$ cat src/rtl/packetizer_seq.sv
// packetizer_seq: acquisition sequencer for the ADC packetizer S2MM path.
// Programs the packetizer length register, brackets each acquisition with a
// packetizer reset, issues one DataMover S2MM command per packet into a ring
// buffer, counts completed packets and pulses an interrupt on completion.
module packetizer_seq #(
   parameter int MAX_OUTSTANDING = 4,
   parameter int DRAIN_TIMEOUT   = 1024
) (
   input  logic        aclk,
   input  logic        aresetn,
   input  logic        start,
   input  logic        stop,
   input  logic [15:0] packet_len,
   input  logic [31:0] num_packets,
   input  logic [31:0] base_addr,
   input  logic [15:0] ring_packets,
   output logic [31:0] pkt_config,
   output logic        pkt_resetn,
   input  logic        pkt_done,
   output logic [63:0] m_axis_cmd_tdata,
   output logic        m_axis_cmd_tvalid,
   input  logic        m_axis_cmd_tready,
   output logic        busy,
   output logic        irq,
   output logic [31:0] packets_done,
   output logic        err,
   output logic [2:0]  state
);

   localparam int TO_W = $clog2(DRAIN_TIMEOUT + 1);
   localparam logic [TO_W-1:0] TO_LAST = TO_W'(DRAIN_TIMEOUT - 1);

   typedef enum logic [2:0] {
      S_IDLE  = 3'd0,
      S_ARM   = 3'd1,
      S_RUN   = 3'd2,
      S_DRAIN = 3'd3,
      S_FLUSH = 3'd4,
      S_DONE  = 3'd5
   } state_t;

   state_t          r_state;
   state_t          w_state_nx;
   logic            w_start_ok;

   // Parameters latched on an accepted start
   logic [15:0]     r_len;
   logic [31:0]     r_num;
   logic [31:0]     r_base;
   logic [15:0]     r_ring;

   // Acquisition bookkeeping
   logic [31:0]     r_issued;
   logic [31:0]     r_done;
   logic [15:0]     r_slot;
   logic [31:0]     r_off;
   logic            r_arm_cnt;
   logic [TO_W-1:0] r_to_cnt;
   logic            r_drain_seen;
   logic            r_err;

   // Registered outputs
   logic [63:0]     r_tdata;
   logic            r_tvalid;
   logic [31:0]     r_cfg;
   logic            r_prstn;
   logic            r_busy;
   logic            r_irq;

   logic            w_accept;
   logic            w_cnt_done;
   logic            w_pend_clear;
   logic            w_slot_wrap;
   logic [31:0]     w_bytes;
   logic [31:0]     w_issued_nx;
   logic [31:0]     w_done_nx;
   logic [15:0]     w_slot_nx;
   logic [31:0]     w_off_nx;
   logic [31:0]     w_out_cur;
   logic [31:0]     w_out_nx;
   logic [63:0]     w_tdata_nx;
   logic            w_tvalid_nx;
   logic [31:0]     w_cfg_nx;
   logic            w_prstn_nx;

   // Post-edge view of the counters, so a new command can follow an accept
   // on the very next cycle and accept+done in one cycle nets out.
   always_comb begin
      w_accept     = r_tvalid & m_axis_cmd_tready;
      w_pend_clear = ~r_tvalid | m_axis_cmd_tready;
      w_cnt_done   = pkt_done & ((r_state == S_RUN) | (r_state == S_DRAIN));
      w_bytes      = {14'd0, r_len, 2'd0};
      w_slot_wrap  = (r_ring != 16'd0) && ((r_slot + 16'd1) == r_ring);
      w_issued_nx  = r_issued + {31'd0, w_accept};
      w_done_nx    = r_done + {31'd0, w_cnt_done};
      w_out_cur    = r_issued - r_done;
      w_out_nx     = w_issued_nx - w_done_nx;
      w_slot_nx    = r_slot;
      w_off_nx     = r_off;
      if (w_accept) begin
         if (w_slot_wrap) begin
            w_slot_nx = 16'd0;
            w_off_nx  = 32'd0;
         end else begin
            w_slot_nx = r_slot + 16'd1;
            w_off_nx  = r_off + w_bytes;
         end
      end
   end

   // Next-state and next-output decode
   always_comb begin
      w_state_nx  = r_state;
      w_start_ok  = 1'b0;
      w_tvalid_nx = 1'b0;
      w_tdata_nx  = r_tdata;
      w_cfg_nx    = 32'd0;
      w_prstn_nx  = 1'b0;
      case (r_state)
         S_IDLE: begin
            if (start && (packet_len != 16'd0)) begin
               w_state_nx = S_ARM;
               w_start_ok = 1'b1;
            end
         end
         S_ARM: begin
            if (r_arm_cnt) w_state_nx = S_RUN;
         end
         S_RUN: begin
            // Completion outranks a coincident stop
            if ((r_num != 32'd0) && (w_done_nx == r_num)) w_state_nx = S_DONE;
            else if (stop)                                 w_state_nx = S_DRAIN;
         end
         S_DRAIN: begin
            // Never leave while a command is still waiting for tready
            if (w_pend_clear) begin
               if (r_drain_seen || pkt_done || (w_out_nx == 32'd0)) w_state_nx = S_DONE;
               else if (r_to_cnt == TO_LAST)                        w_state_nx = S_FLUSH;
            end
         end
         S_FLUSH: w_state_nx = S_DONE;
         S_DONE:  w_state_nx = S_IDLE;
         default: w_state_nx = S_IDLE;
      endcase

      if ((w_state_nx == S_RUN) || (w_state_nx == S_DRAIN)) begin
         w_cfg_nx   = {16'd0, r_len};
         w_prstn_nx = 1'b1;
      end

      if (r_tvalid && !m_axis_cmd_tready) begin
         w_tvalid_nx = 1'b1;
      end else if ((w_state_nx == S_RUN) &&
                   (w_out_nx < 32'(MAX_OUTSTANDING)) &&
                   ((r_num == 32'd0) || (w_issued_nx < r_num))) begin
         w_tvalid_nx = 1'b1;
         w_tdata_nx  = {w_issued_nx[7:0], w_bytes[23:0], r_base + w_off_nx};
      end
   end

   // State register
   always_ff @(posedge aclk or negedge aresetn) begin
      if (!aresetn) r_state <= S_IDLE;
      else          r_state <= w_state_nx;
   end

   // Latched parameters, counters and registered outputs
   always_ff @(posedge aclk or negedge aresetn) begin
      if (!aresetn) begin
         r_len        <= 16'd0;
         r_num        <= 32'd0;
         r_base       <= 32'd0;
         r_ring       <= 16'd0;
         r_issued     <= 32'd0;
         r_done       <= 32'd0;
         r_slot       <= 16'd0;
         r_off        <= 32'd0;
         r_arm_cnt    <= 1'b0;
         r_to_cnt     <= '0;
         r_drain_seen <= 1'b0;
         r_err        <= 1'b0;
         r_tdata      <= 64'd0;
         r_tvalid     <= 1'b0;
         r_cfg        <= 32'd0;
         r_prstn      <= 1'b0;
         r_busy       <= 1'b0;
         r_irq        <= 1'b0;
      end else begin
         if (w_start_ok) begin
            r_len    <= packet_len;
            r_num    <= num_packets;
            r_base   <= base_addr;
            r_ring   <= ring_packets;
            r_issued <= 32'd0;
            r_done   <= 32'd0;
            r_slot   <= 16'd0;
            r_off    <= 32'd0;
            r_err    <= 1'b0;
         end else begin
            r_issued <= w_issued_nx;
            r_done   <= w_done_nx;
            r_slot   <= w_slot_nx;
            r_off    <= w_off_nx;
            if (pkt_done && (w_out_cur == 32'd0)) r_err <= 1'b1;
         end

         r_arm_cnt <= (r_state == S_ARM) ? ~r_arm_cnt : 1'b0;

         if (r_state == S_DRAIN) begin
            if (r_to_cnt != TO_LAST) r_to_cnt <= r_to_cnt + 1'b1;
            if (pkt_done)            r_drain_seen <= 1'b1;
         end else begin
            r_to_cnt     <= '0;
            r_drain_seen <= 1'b0;
         end

         r_tdata  <= w_tdata_nx;
         r_tvalid <= w_tvalid_nx;
         r_cfg    <= w_cfg_nx;
         r_prstn  <= w_prstn_nx;
         r_busy   <= (w_state_nx != S_IDLE);
         r_irq    <= (w_state_nx == S_DONE);
      end
   end

   assign state             = r_state;
   assign pkt_config        = r_cfg;
   assign pkt_resetn        = r_prstn;
   assign m_axis_cmd_tdata  = r_tdata;
   assign m_axis_cmd_tvalid = r_tvalid;
   assign busy              = r_busy;
   assign irq               = r_irq;
   assign packets_done      = r_done;
   assign err               = r_err;

endmodule

$ cat config.mk
export PLATFORM = sky130hd
export DESIGN_NAME = packetizer_seq
export DESIGN_NICKNAME = d
export VERILOG_FILES = /design/src/rtl/packetizer_seq.sv
export SDC_FILE = /design/constraint.sdc
export NUM_CORES = 1
export LEC_CHECK = 0
export BUFFER_PORTS_ARGS = -buffer_cell sky130_fd_sc_hd__buf_2
export CORE_MARGIN = 5
export CORE_UTILIZATION = 60
export CTS_CLUSTER_SIZE = 28
export DETAILED_ROUTE_END_ITERATION = 8
export PLACE_DENSITY = 0.82
export SETUP_SLACK_MARGIN = 0.5
export SYNTH_ARGS = -nofsm -noshare
export SYNTH_HDL_FRONTEND = slang
export SYNTH_SLANG_ARGS = --single-unit
$ cat constraint.sdc
create_clock -name aclk -period 15.55 [get_ports aclk]
set_input_delay 0.7775 -clock aclk [delete_from_list [all_inputs] [get_ports aclk]]
set_output_delay 0.7775 -clock aclk [all_outputs]
set_load 0.01 [all_outputs]
# == Word level (Yosys, flattened, before mapping) ==
# Index checks and enable logic that the tools add are counted.
# totals
out_inout_bits,136
input_bits,102
reg_bits,317
# op_classes
n_addsub,8
muxes,29
reduce_logical,23
n_eq_ne,13
n_bitwise,7
order_cmp,2
# ops
operator,count
$mux W32,5
$logic_not A32 Y1,3
$add A32 B1 Y32,2
$mux W16,4
$sub A32 B32 Y32,2
$add A32 B18 Y32,1
$add A32 B32 Y32,1
$eq A32 B32 Y1,1
$lt A32 B3 Y1 const B,1
$lt A32 B32 Y1,1
$reduce_bool A16 Y1,2
$reduce_bool A32 Y1,1
$mux W11,2
$mux W3,7
$add A16 B1 Y16 const B,1
$eq A16 B16 Y1,1
$pmux W3 S5,1
$eq A3 B2 Y1 const B,4
$add A11 B1 Y11 const B,1
$eq A11 B10 Y1 const B,1
$ne A11 B10 Y1 const B,1
$mux W1,10
$logic_and A1 B1 Y1,7
$eq A3 B3 Y1 const B,2
12 further kinds,20

# == Depth between registers and ports, before layout ==
# logic_depth
ltp_word,15
depth_mapped,29

# == Worst setup path after synthesis ==
# Ideal clock, no wire load.
# synth_path
path_type,flip-flop to flip-flop
startpoint,register r_slot[0]
endpoint,register r_tdata[31] (netlist: m_axis_cmd_tdata[31])
setup_time_ps,125
arrival_time_ps,6352
synth_period_minus_slack_ps,6477
required_ps,15425
n_path_buf,4
path_stages_with_launch,29
setup_slack_ps,9073
cell_sequence,dfrtp_1 ha_1 and3_1 and3_1 clkbuf_1 and3_1 and3_1 clkbuf_1 nand3_1 xnor2_1 nand2_1 or4_1 clkbuf_1 clkbuf_1 nand3_1 nand2_1 ha_1 or4_1 a21oi_1 o211ai_1 a2111oi_0 o31ai_1 a2111o_1 a31oi_1 o21ai_0 a21o_1 a31oi_1 xnor2_1 mux2_4
# synth_via
elab_chain_cells,6
# synth_rtl
element,line,text
from (decl),55,logic [15:0] r_slot;
from (signal assigned),202,r_slot <= w_slot_nx;
$add A16 B1 Y16,93,w_slot_wrap = (r_ring != 16'd0) && ((r_slot + 16'd1) == r_ring);
$eq A16 B16 Y1,93,
$logic_and A1 B1 Y1,93,
$mux W32,101,if (w_slot_wrap) begin
$mux W32,100,if (w_accept) begin
$add A32 B32 Y32,157,"w_tdata_nx = {w_issued_nx[7:0], w_bytes[23:0], r_base + w_off_nx};"
to (signal assigned),217,r_tdata <= w_tdata_nx;
to (decl),63,logic [63:0] r_tdata;
# No other way between the ends.
# A chain may end at the register's enable or synchronous reset.

# == Final worst setup path ==
# Ends and elaborated chain as after synthesis.

==> impl_metrics.csv <==
group,metric,value,unit
timing,final-setup-viol-count,0,
detailed_routing,first_iter_violations,1653,
detailed_routing,route.detailed.wl_per_inst,20.3,µm
floorplan,die-area,37000,µm²
outcome,outcome,"completed",
clock_tree,cts_resized,0,
detailed_routing,drc,0,
worst_setup_path,critical_path_required,15.95,ns
timing,fin_crit_sh,0.532,
worst_setup_path,rr_startpoint,"r_slot[0]$_DFFE_PN0P_",
clock_tree,cts_tree,"done",
timing,holdWs,0.259,ns
synth,synth_area_leader_cell,"dfrtp_1",
layout,areaGrowthSynthToFinish,12.5,%
worst_setup_path,r2r_end,"m_axis_cmd_tdata[31]$_DFFE_PN0P_",
timing,slew_violations,0,
layout,num-fill-cells,2577,
timing,min_period,8.26,ns
synth,synthTopCellsByArea,"dfrtp_1, ha_1, nand2_1, xnor2_1, nor2_1",
timing,tightest_slew,1.12,ns
synth,syn_area,20000,µm²
clock_tree,htree_levels,2,
global_routing,grt_max_degree,90,
layout,mostFrequentLayoutCells,"nand2_1, dfrtp_1, buf_2, nor2_1, ha_1",
synth,ys_warn_count,0,
layout,final_layout_size_suffix_gt1_frac,0.152,
floorplan,die_h,192,µm
synth,async_reset_ff_frac,1.00,
synth,yosys.area.top_type_share,0.377,
worst_setup_path,r2r_setup_slack,7.29,ns
worst_setup_path,cp.arrival,8.67,ns
floorplan,core,32700,µm²
synth,synth_flop_cell,"dfrtp_1",
worst_setup_path,path_class,"register to register",
placed_design,routabilityCongestion,0.953,
synth,synth-edff-count,0,
clock_tree,cts_hold_buf,0,
synth,syn_avg_cell_area,8.95,µm²
placed_design,dpl.hpwl,44000,µm
clock_tree,numClockSinks,301,
worst_setup_path,crit_path_start_kind,"register",
floorplan,rows,66,
timing,fmax,121,MHz
clock_tree,ctsLongestPathBuffers,3,
power,p_leak,0.0115,µW
synth,yosysSeqAreaShare,0.377,
floorplan,num_io_pins,238,
detailed_routing,vias,17600,
detailed_routing,wirelength,58600,µm
detailed_routing,postRouteAntennaNets,0,
job,cap_violations,0,
placed_design,portBuffers,213,
global_routing,overflow,0,
global_routing,grt_first_pass_wirelength,92800,µm
layout,seqCellArea,7530,µm²
timing,rsz0062_at_grt,"no",
timing,finClkSkew,0.0140,ns
power,ir_worst_vdd,87.7,µV
clock_tree,clk_latency,0.53,ns
synth,synth.distinct_cells,88,
timing,maxSlewHeadroom,0.240,
global_routing,grtUsageTotal,0.313,
layout,multi_input_area,11700,µm²
detailed_routing,drt_first_pass_iters,7,
clock_tree,post_cts_buffers,0,
clock_tree,numCtsBuffers,34,
timing,tns,0,ns
clock_tree,cts_root_buf,"clkbuf_16",
clock_tree,cts.clk_slew.worst_paths,0.06,ns
power,power_density,136,nW/µm²
hold_path,hp-class,"input pin to async pin",
worst_setup_path,endpoint_kind,"register",
synth,ys_ff_latch,301,
worst_setup_path,reg2reg_depth,25,
synth,syn_inst,2230,
global_routing,grt_pass1_vias,17500,
layout,layout_commonest_cell,"nand2_1",
worst_setup_path,worstSetupEndpoint,"m_axis_cmd_tdata[31]$_DFFE_PN0P_",
global_routing,antenna_found_initial,1,
timing,finalHoldViolCount,0,
worst_setup_path,crit_start,"r_slot[0]$_DFFE_PN0P_",
worst_setup_path,worst-path-max-fanout,19,
layout,nets,2665,
floorplan,initial_core_util,0.610,
detailed_routing,viasPerCell,6.11,
floorplan,die_x,192,µm
power,finalPower,3050,µW
metrics by stage:
step,cell area (µm²),util,worst slack [ns],cells
2_1_floorplan,20000,-,9.07,2253
3_3_place_gp,21300,0.651,7.71,2825
3_5_place_dp,21300,0.651,7.28,2825
4_1_cts,22500,0.687,7.30,2886
5_1_grt,22500,0.687,6.75,2886
6_report,22500,0.687,7.29,2887
layout make-up:
| cell class | instances | share of cell area |
|---|---|---|
| multi-input cells | 1763 | 0.520 |
| flip-flops and latches | 301 | 0.335 |
| repair buffers | 223 | 0.0513 |
| clock buffers | 47 | 0.0441 |
| well taps | 442 | 0.0246 |
| inverters | 96 | 0.0160 |
| clock inverters | 14 | 0.00802 |
| diodes | 1 | 0.000111 |
per-layer routing:
layer | vias up | wire length, µm | share of wire | global-route usage
met5 | - | 13 | 0.00022 | 0
li1 | 8166 | - | - | -
met2 | 837 | 26900 | 0.46 | 0.501
met3 | 147 | 5040 | 0.086 | 0.0425
met1 | 8496 | 24600 | 0.42 | 0.440
met4 | 2 | 2000 | 0.034 | 0.108
worst max-delay path, stage by stage (launching register included):
cell	delay (ns)
dfrtp_1	0.46
ha_1	0.29
and3_1	0.26
and3_1	0.29
and3_1	0.23
and3_1	0.27
xnor2_1	0.10
nor4_1	0.22
o221ai_1	0.17
or4_1	0.85
nor2_1	0.89
nor2b_1	0.23
ha_1	0.34
a21o_1	0.15
a21o_1	0.20
a21oi_1	0.28
o211ai_1	0.20
a2111oi_0	0.70
o31ai_1	0.26
a2111o_1	0.46
a31oi_1	0.29
o21ai_0	0.16
a21o_1	0.22
a31oi_1	0.20
xnor2_1	0.10
mux2_4	0.28
cell families after synthesis:
kind of cell | synth area share
other cells | 0.000188
flops | 0.377
buf+inv | 0.0423
mux | 0.0432
compound gates | 0.130
simple gates | 0.226
xor+xnor | 0.0885
fa+ha+maj | 0.0916
Yosys cell counts (7+ instances only):
cell type	n
nand3_1	79
nor3_1	32
o31ai_1	12
inv_1	94
dfrtp_1	301
o211ai_1	15
or4_1	9
xor2_1	58
a21oi_1	90
nor2_1	172
nand2b_1	29
nor2b_1	16
and4_1	15
a2111oi_0	11
o21bai_1	7
a211oi_1	16
nand4_1	36
clkbuf_1	54
or2_2	11
o21a_1	18
xnor2_1	140
buf_4	24
mux2i_1	7
and3_1	23
o21ai_0	106
ha_1	142
a31oi_1	21
nand2_1	357
a21o_1	42
mux2_2	17
nand3b_1	9
a22o_1	7
or3_1	14
and2_1	62
nor4_1	41
mux2_4	40
worst min path at each step:
stage / from / endpoint / slack [ns] / cells past startpoint
after floorplan: r_arm_cnt$_DFF_PN0_ / r_arm_cnt$_DFF_PN0_ / 0.43 / 1
after global placement: r_arm_cnt$_DFF_PN0_ / r_arm_cnt$_DFF_PN0_ / 0.45 / 1
after detailed placement: r_arm_cnt$_DFF_PN0_ / r_arm_cnt$_DFF_PN0_ / 0.47 / 1
after CTS: aresetn / busy$_DFF_PN0_ / 0.29 / 1
after global routing: aresetn / busy$_DFF_PN0_ / 0.32 / 1
final: aresetn / busy$_DFF_PN0_ / 0.26 / 1
power breakdown:
part | switching [µW] | total, µW | internal (µW) | leakage (µW)
clock network | 334 | 848 | 514 | 0.000580
logic | 684 | 1110 | 430 | 0.00687
registers | 154 | 1090 | 937 | 0.00403
flip-flops by register name, indices dropped and copies added (netlist names), 32 cells and up:
register and cells:
r_issued 32, packets_done 32, r_num 32, r_off 32
m_axis_cmd_tdata 56, r_base 32
(Power assumes the default switching activity.)
